## config.mk

```make
export PLATFORM = sky130hd
export DESIGN_NAME = mdu_sequencer
export DESIGN_NICKNAME = d
export VERILOG_FILES = /design/src/rtl/mdu_sequencer.sv
export SDC_FILE = /design/constraint.sdc
export NUM_CORES = 1
export LEC_CHECK = 0
export BUFFER_PORTS_ARGS = -buffer_cell sky130_fd_sc_hd__buf_2
export CORE_ASPECT_RATIO = 1.5
export CORE_MARGIN = 1
export CORE_UTILIZATION = 63
export CTS_CLUSTER_DIAMETER = 40
export DETAILED_ROUTE_END_ITERATION = 10
export PLACE_DENSITY_LB_ADDON = 0.08
export SYNTH_ARGS = -nofsm -noshare
export SYNTH_HDL_FRONTEND = slang
export SYNTH_SLANG_ARGS = --single-unit
```

## constraint.sdc

```tcl
create_clock -name clk -period 4.8 [get_ports clk]
set_input_delay 0.72 -clock clk [delete_from_list [all_inputs] [get_ports clk]]
set_output_delay 0.72 -clock clk [all_outputs]
set_load 0.05 [all_outputs]
```

## src/rtl/mdu_sequencer.sv

```systemverilog
// Iterative radix-2 MULT/MULTU/DIV/DIVU sequencer that borrows the shared ALU and owns HI/LO.
// Optional MDU_EARLY_OUT_EN: multiply finishes early once the remaining multiplier bits are zero.
module mdu_sequencer #(
  parameter int WIDTH      = 32,
  parameter bit DONE_PULSE = 1'b1
) (
  input  logic             clk,
  input  logic             rst_n,
  input  logic             start,
  input  logic [1:0]       op,
  input  logic [WIDTH-1:0] rs_val,
  input  logic [WIDTH-1:0] rt_val,
  input  logic             flush,
  output logic             busy,
  output logic             done,
  output logic             div_by_zero,
  output logic [WIDTH-1:0] hi,
  output logic [WIDTH-1:0] lo,
  output logic             alu_sel,
  output logic [WIDTH-1:0] alu_a,
  output logic [WIDTH-1:0] alu_b,
  output logic [2:0]       alu_control,
  input  logic [WIDTH-1:0] alu_result
);

  localparam logic [2:0] ALU_ADD = 3'b010;
  localparam logic [2:0] ALU_SUB = 3'b110;

  typedef enum logic [1:0] {IDLE, RUN, FIX} state_t;

  state_t           state_q, state_d;
  logic [4:0]       cnt_q, cnt_d;
  logic [WIDTH-1:0] acc_hi_q, acc_hi_d;
  logic [WIDTH-1:0] acc_lo_q, acc_lo_d;
  logic [WIDTH-1:0] opnd_q, opnd_d;      // |multiplicand| or |divisor|
  logic [WIDTH-1:0] rs_q, rs_d;          // raw dividend for the div-by-zero HI value
  logic             is_div_q, is_div_d;
  logic             neg_q, neg_d;        // operand signs differ
  logic             rem_neg_q, rem_neg_d;
  logic             dbz_pend_q, dbz_pend_d;
  logic [WIDTH-1:0] hi_q, hi_d, lo_q, lo_d;
  logic             done_q, done_d;
  logic             dbz_q, dbz_d;

  logic             rs_neg, rt_neg, take, carry;
  logic [WIDTH-1:0] rs_abs, rt_abs, sh;
  logic [63:0]      prod, prod_neg;
`ifdef MDU_EARLY_OUT_EN
  logic [WIDTH-1:0] res_mask;
`endif

  assign busy        = (state_q != IDLE);
  assign done        = done_q;
  assign div_by_zero = dbz_q;
  assign hi          = hi_q;
  assign lo          = lo_q;

  always_comb begin
    state_d    = state_q;
    cnt_d      = cnt_q;
    acc_hi_d   = acc_hi_q;
    acc_lo_d   = acc_lo_q;
    opnd_d     = opnd_q;
    rs_d       = rs_q;
    is_div_d   = is_div_q;
    neg_d      = neg_q;
    rem_neg_d  = rem_neg_q;
    dbz_pend_d = dbz_pend_q;
    hi_d       = hi_q;
    lo_d       = lo_q;
    dbz_d      = dbz_q;
    done_d     = DONE_PULSE ? 1'b0 : done_q;
    alu_sel     = 1'b0;
    alu_a       = '0;
    alu_b       = '0;
    alu_control = ALU_ADD;

    rs_neg   = ~op[0] & rs_val[WIDTH-1];
    rt_neg   = ~op[0] & rt_val[WIDTH-1];
    rs_abs   = rs_neg ? (~rs_val + 1'b1) : rs_val;
    rt_abs   = rt_neg ? (~rt_val + 1'b1) : rt_val;
    sh       = {acc_hi_q[WIDTH-2:0], acc_lo_q[WIDTH-1]};
    take     = 1'b0;
    carry    = 1'b0;
    prod     = {acc_hi_q, acc_lo_q};
    prod_neg = ~prod + 64'd1;
`ifdef MDU_EARLY_OUT_EN
    res_mask = {WIDTH{1'b1}} >> cnt_q;
`endif

    unique case (state_q)
      IDLE: begin
        if (flush) begin
          done_d = 1'b0;
        end else if (start) begin
          done_d     = 1'b0;
          is_div_d   = op[1];
          neg_d      = rs_neg ^ rt_neg;
          rem_neg_d  = rs_neg;
          rs_d       = rs_val;
          cnt_d      = '0;
          acc_hi_d   = '0;
          acc_lo_d   = op[1] ? rs_abs : rt_abs;
          opnd_d     = op[1] ? rt_abs : rs_abs;
          dbz_pend_d = op[1] && (rt_val == '0);
          state_d    = (op[1] && (rt_val == '0)) ? FIX : RUN;
        end
      end

      RUN: begin
        alu_sel = 1'b1;
        cnt_d   = cnt_q + 5'd1;
        if (cnt_q == 5'd31) state_d = FIX;
        if (is_div_q) begin
          alu_a       = sh;
          alu_b       = opnd_q;
          alu_control = ALU_SUB;
          // The bit shifted out of acc_hi means sh really exceeds the divisor.
          take        = acc_hi_q[WIDTH-1] | ~(sh < opnd_q);
          acc_hi_d    = take ? alu_result : sh;
          acc_lo_d    = {acc_lo_q[WIDTH-2:0], take};
        end else begin
          alu_a    = acc_hi_q;
          alu_b    = acc_lo_q[0] ? opnd_q : '0;
          carry    = (alu_result < acc_hi_q);
          acc_hi_d = {carry, alu_result[WIDTH-1:1]};
          acc_lo_d = {alu_result[0], acc_lo_q[WIDTH-1:1]};
`ifdef MDU_EARLY_OUT_EN
          // No multiplier bits left: the remaining steps would only shift.
          if ((acc_lo_q & res_mask) == '0) begin
            {acc_hi_d, acc_lo_d} = prod >> (6'd32 - {1'b0, cnt_q});
            state_d = FIX;
          end
`endif
        end
        if (flush) state_d = IDLE;
      end

      FIX: begin
        state_d = IDLE;
        if (!flush) begin
          done_d = 1'b1;
          dbz_d  = dbz_pend_q;
          if (dbz_pend_q) begin
            hi_d = rs_q;
            lo_d = '1;
          end else if (is_div_q) begin
            lo_d = neg_q     ? (~acc_lo_q + 1'b1) : acc_lo_q;
            hi_d = rem_neg_q ? (~acc_hi_q + 1'b1) : acc_hi_q;
          end else begin
            {hi_d, lo_d} = neg_q ? prod_neg : prod;
          end
        end
      end

      default: state_d = IDLE;
    endcase
  end

  always_ff @(posedge clk or negedge rst_n) begin
    if (!rst_n) begin
      state_q    <= IDLE;
      cnt_q      <= '0;
      acc_hi_q   <= '0;
      acc_lo_q   <= '0;
      opnd_q     <= '0;
      rs_q       <= '0;
      is_div_q   <= 1'b0;
      neg_q      <= 1'b0;
      rem_neg_q  <= 1'b0;
      dbz_pend_q <= 1'b0;
      hi_q       <= '0;
      lo_q       <= '0;
      done_q     <= 1'b0;
      dbz_q      <= 1'b0;
    end else begin
      state_q    <= state_d;
      cnt_q      <= cnt_d;
      acc_hi_q   <= acc_hi_d;
      acc_lo_q   <= acc_lo_d;
      opnd_q     <= opnd_d;
      rs_q       <= rs_d;
      is_div_q   <= is_div_d;
      neg_q      <= neg_d;
      rem_neg_q  <= rem_neg_d;
      dbz_pend_q <= dbz_pend_d;
      hi_q       <= hi_d;
      lo_q       <= lo_d;
      done_q     <= done_d;
      dbz_q      <= dbz_d;
    end
  end

endmodule

```

==> results.yml, run 1 <==
place:
  portBuffers: 234
  pre_cts_slack_ps: 1249
  hpwlAfterDp_microns: 43820
  placed_cell_area_sq_um: 16340
  place_congestion: 1.035
timing:
  fin_crit_sh: 0.8390
  grt_setup_unrepaired: "false"
  layout_min_cycle_time_ps: 4027
  setup_viol: 0
  max_freq_mhz: 248.3
  fin_ws_ps: 772.8
  fin_skew_ps: 12.48
  hold_viol: 0
  maxSlewViolCount: 0
  holdWs_ps: 215.9
  tightest_slew_ps: 1448
  setup_tns_ps: 0
  slew_headroom: 0.03346
final_layout:
  fin_area_sq_um: 17350
  area_growth_pct: 15.18
  antenna_cells: 0
  drive_gt1_frac: 0.1768
  nets: 2180
die:
  core-area_sq_um: 23230
  die_h_microns: 191.4
  start_util: 0.6485
  row_count: 68
  fp.dieArea_sq_um: 24540
  ios: 237
  die_x_microns: 128.3
clocking:
  cts_made_buffers: 29
  cts.sinks: 205
  cts_buffer_depth: 3
  path_clk_slew_ps: 60
  cts-root-buf: "clkbuf_16"
  cts_setup_buffers: 0
  clk_latency_ps: 560
  cts-resized-gates: 0
  tritoncts: "done"
  postCtsHoldBufs: 0
  cts_max_level: 1
drt:
  route.vias.total: 16206
  routed_wl_microns: 60490
  ant_nets: 0
  drc: 1
  first_iter_violations: 1926
  routedWlPerCell_microns: 25.79
  via_per_inst: 6.908
  dr.pass1.iters: 9
logic_synthesis:
  synth_most_common_cell: "nand2_1"
  synthCells: 1866
  synth_area_sq_um: 15060
  ys_ff_latch: 205
  synth_area_leader_cell: "dfrtp_1"
  synth_fp_nets: 2036
  ys_types: 73
  synth-async-reset-ratio: 1.000
  synth_edf_count: 0
  synthTopCellsByCount: "217 x nand2_1, 205 x dfrtp_1, 169 x nor2_1, 127 x clkbuf_1, 124 x a21oi_1"
  ys.warnings.count: 0
  synth_top_cell_area_share: 0.3406
  synth.area.top_cells: "dfrtp_1 34%, ha_1 5.6%, nand2_1 5.4%"
  synth_ff_type: "dfrtp_1"
  ys_seq_area_frac: 0.3406
  avgSynthCellArea_sq_um: 8.072
global_routing:
  antenna_found_initial: 1
  grt_max_degree: 90
  first_global_vias: 15391
  grt.overflow.total: 0
  grt_util_all_layers: 0.4941
  grt_pass1_wl_microns: 90200
critical_path:
  crit_start: "is_div_q"
  path_class: "register to output port"
  crit_fanout: 43
  path_cells: "inv_1 -> a21oi_2 -> and2_1 -> buf_2"
  critPathBufInv: 2
  r2r_start: "acc_hi_q[20]"
  crit_family: "compound AO/OA/AOI/OAI gates"
  slowest_delay_ps: 980
  end_kind: "output port"
  critPathSlowestCell: "a21oi_2"
  critical_path_arrival_ps: 3310
  required_ps: 4080
  startpoint_type: "register"
run_status:
  status: "complete, but fails checks"
  violations: "DRC"
power_and_ir_drop:
  power.total_mw: 12.35
  p_leak_nw: 8.197
  irDropWorstVdd_uv: 535.8
  power_density_nw_per_um2: 711.9
job:
  drv_cap: 0
worst_hold_path:
  hold_class: "input pin to asynchronous set/reset pin"
path summary, 6_finish.rpt:
kind / endpoint / slack [ps] / cells after the start
worst max-delay path: alu_b[27] / 770 / 4
worst min-delay path: acc_hi_q[19] / 220 / 1
worst max register to register: acc_lo_q[0] / 1410 / 7
worst min register to register: hi[14] / 480 / 2
max in group asynchronous: hi[9] / 3560 / 2
min in group clk: state_q[1] / 380 / 2
cell families after synthesis:
kind of cell / after synthesis / synth area share
and+or+nand+nor: 686 / 0.2174
AOI/OAI and AO/OA: 472 / 0.1989
buffers and inverters: 229 / 0.05823
DFF: 205 / 0.3406
xor gates and xnor gates: 110 / 0.06396
muxes: 94 / 0.06396
adders and majority gates: 68 / 0.05649
other: 2 / 0.0004986
metal layers:
layer | part of all wire | vias up | track usage | wire, microns
li1 | - | 6970 | - | -
met3 | 0.10 | 381 | 0.1072 | 6203
met1 | 0.33 | 7665 | 0.5439 | 19670
met2 | 0.47 | 1188 | 0.7975 | 28240
met5 | 0.00021 | - | 0 | 13
met4 | 0.11 | 2 | 0.4416 | 6372
sequential cells by signal (all words and copies together), names as in the netlist:
register / count
acc_lo_q: 32
done: 1
cnt_q: 5
lo: 32
opnd_q: 32
neg_q: 1
div_by_zero: 1
is_div_q: 1
rem_neg_q: 1
dbz_pend_q: 1
state_q: 2
hi: 32
rs_q: 32
acc_hi_q: 32
cell usage in the layout, fill, tap and decap left out, types with 18 or more instances in the layout:
cell | Yosys | final
mux2_2 | 18 | 18
xnor2_1 | 60 | 60
buf_2 | 1 | 233
dfrtp_1 | 205 | 204
xor2_1 | 50 | 50
clkbuf_16 | 0 | 29
o211ai_1 | 37 | 37
inv_1 | 78 | 77
a21oi_1 | 124 | 123
nor3_1 | 51 | 51
mux2i_1 | 76 | 76
nor2_1 | 169 | 165
nor4_1 | 21 | 21
o21ai_0 | 111 | 111
a31oi_1 | 34 | 34
nand4_1 | 46 | 46
nand3_1 | 60 | 60
nand2_1 | 217 | 216
ha_1 | 68 | 68
buf_4 | 2 | 24
and2_1 | 36 | 36
a22oi_1 | 32 | 32
through the flow:
stage / util / instances
final: 0.7469 / 2346
after global routing: 0.7469 / 2346
after CTS: 0.7469 / 2346
after detailed placement: 0.7034 / 2294
after global placement: 0.7034 / 2294
after floorplan: - / 1866
area by class of cell:
cell class | instances | area, sq um
clock buffers | 34 | 764.5
clock inverters | 18 | 246.5
fillers | 1822 | 5879
inverters | 82 | 307.8
multi-input cells | 1432 | 9101
flip-flops and latches | 205 | 5134
well taps | 315 | 394.1
repair buffers | 260 | 1400
power breakdown:
group	leakage (nW)	internal (mW)	switching (mW)
Combinational	5.07	2.14	4.52
Clock	0.499	1.38	0.879
Sequential	2.63	2.29	1.15
Total	8.20	5.81	6.55
Power figures use the tool's default switching activity.
==> run 2, diff against run 1 <==
CORE_UTILIZATION = 53   (was 63)
clock period = 3.5 ns   (was 4.8 ns; I/O delays follow)
==> run 2 against run 1 <==
The flow now finishes without violations. Power up 41%. Register-to-register slack worse by 1200 ps. Design area up 3.3%. Final cell count up 3.8%. Critical endpoint is now alu_b[24]. Clock skew about the same. Clock power up 48%. Largest power group unchanged. Critical path type unchanged. Wire length up 5.1%. Sequential power up 25%. Via count down 1.7%.
==> results.yml, run 2 (synthesis gave the netlist of run 1 again) <==
clocking:
  postCtsHoldBufs: 1
  cts_made_buffers: 31
  cts_buffer_depth: 3
  clk_latency_ps: 570
  cts_setup_buffers: 0
  cts_max_level: 1
  path_clk_slew_ps: 60
  cts-root-buf: "clkbuf_16"
  cts.sinks: 205
  tritoncts: "done"
  cts-resized-gates: 0
critical_path:
  crit_fanout: 35
  crit_family: "simple AND/OR/NAND/NOR gates"
  path_cells: "nand2b_2 -> a21oi_2 -> buf_4 -> and2_1 -> buf_2"
  critical_path_arrival_ps: 2850
  path_class: "register to output port"
  critPathBufInv: 2
  required_ps: 2970
  startpoint_type: "register"
  end_kind: "output port"
  critPathSlowestCell: "nand2b_2"
  slowest_delay_ps: 550
timing:
  maxSlewViolCount: 0
  tightest_slew_ps: 944.0
  setup_tns_ps: 0
  fin_skew_ps: 12.66
  slew_headroom: 0.3649
  hold_viol: 0
  grt_setup_unrepaired: "false"
  layout_min_cycle_time_ps: 3372
  fin_crit_sh: 0.9634
  max_freq_mhz: 296.6
  setup_viol: 0
drt:
  ant_nets: 0
  dr.pass1.iters: 7
  first_iter_violations: 1495
  via_per_inst: 6.542
  routedWlPerCell_microns: 26.11
  drc: 0
  routed_wl_microns: 63610
  route.vias.total: 15937
final_layout:
  final_cell_mix: "233 x buf_2, 216 x nand2_1, 204 x dfrtp_1"
  final_common_cell: "buf_2"
  multi_input_area_sq_um: 9101
  n_fill_cell: 2515
  register_area_sq_um: 5134
  drive_gt1_frac: 0.2005
  nets: 2237
  area_growth_pct: 18.99
  antenna_cells: 0
worst_hold_path:
  hold_class: "input pin to register"
die:
  start_util: 0.5386
  row_count: 75
  ios: 237
  die_h_microns: 208.5
  die_x_microns: 139.6
  core-area_sq_um: 27960
  fp.dieArea_sq_um: 29110
global_routing:
  grt.overflow.total: 0
  grt_max_degree: 80
  grt_pass1_wl_microns: 93430
  grt_util_all_layers: 0.4346
  first_global_vias: 15263
  antenna_found_initial: 0
job:
  drv_cap: 0
power_and_ir_drop:
  irDropWorstVdd_uv: 544.5
  power.total_mw: 17.44
  p_leak_nw: 8.525
  power_density_nw_per_um2: 972.9
run_status:
  status: "complete, no violations"
place:
  hpwlAfterDp_microns: 47910
  place_congestion: 1.012
  portBuffers: 234
==> run 2: worst paths after layout <==
| kind | startpoint | end | slack (ps) | cells past startpoint |
|---|---|---|---|---|
| max | state_q[0] | alu_b[24] | 130 | 5 |
| min | flush | state_q[1] | 180 | 2 |
| max reg2reg | acc_hi_q[11] | hi[20] | 230 | 7 |
| min reg2reg | rs_q[11] | rs_q[11] | 480 | 2 |
| max in group asynchronous | rst_n | hi[26] | 2110 | 3 |
| min in group asynchronous | rst_n | acc_hi_q[17] | 500 | 2 |
==> run 2: area by class of cell <==
class                           count  area share
Timing Repair Buffer              315      0.1027
Inverter                           82     0.01717
Multi-Input combinational cell   1432      0.5078
Clock inverter                     23     0.01745
Tap cell                          346     0.02416
Clock buffer                       33     0.04426
Sequential cell                   205      0.2864
==> run 2: metal layers <==
metal  vias to the layer above  global-route usage  share of wire
met5                         -                   0              0
met4                         0              0.4020           0.10
met3                       255             0.06145          0.075
met2                       874              0.7292           0.48
met1                      7715              0.4738           0.34
li1                       7093                   -              -
==> run 2: worst reg2reg max path, cell delays in order (launching register included) <==
cell	delay, ps
dfrtp_1	530
nor4_1	870
nand3_1	420
nor4_1	270
a31oi_1	210
o31ai_1	360
mux2i_1	360
nand3_1	120
==> run 2: power breakdown <==
group	internal (mW)	total, mW	switching, mW
Clock	2.00	3.34	1.33
Combinational	3.18	9.79	6.61
Sequential	3.15	4.31	1.15
Total	8.34	17.4	9.10
==> run 2: metrics by stage <==
step / instance area [sq um] / utilization / instances / hold WS (ps) / setup slack (ps)
4_1_cts: 17920 / 0.6409 / 2436 / 174.5 / 190.6
3_3_place_gp: 16810 / 0.6010 / 2379 / 451.3 / 299.7
5_1_grt: 17920 / 0.6409 / 2436 / 193.5 / 6.089
6_report: 17920 / 0.6409 / 2436 / 181.2 / 127.9
2_1_floorplan: 15060 / - / 1866 / 229.4 / 237.2
3_5_place_dp: 16810 / 0.6010 / 2379 / 457.4 / 250.9
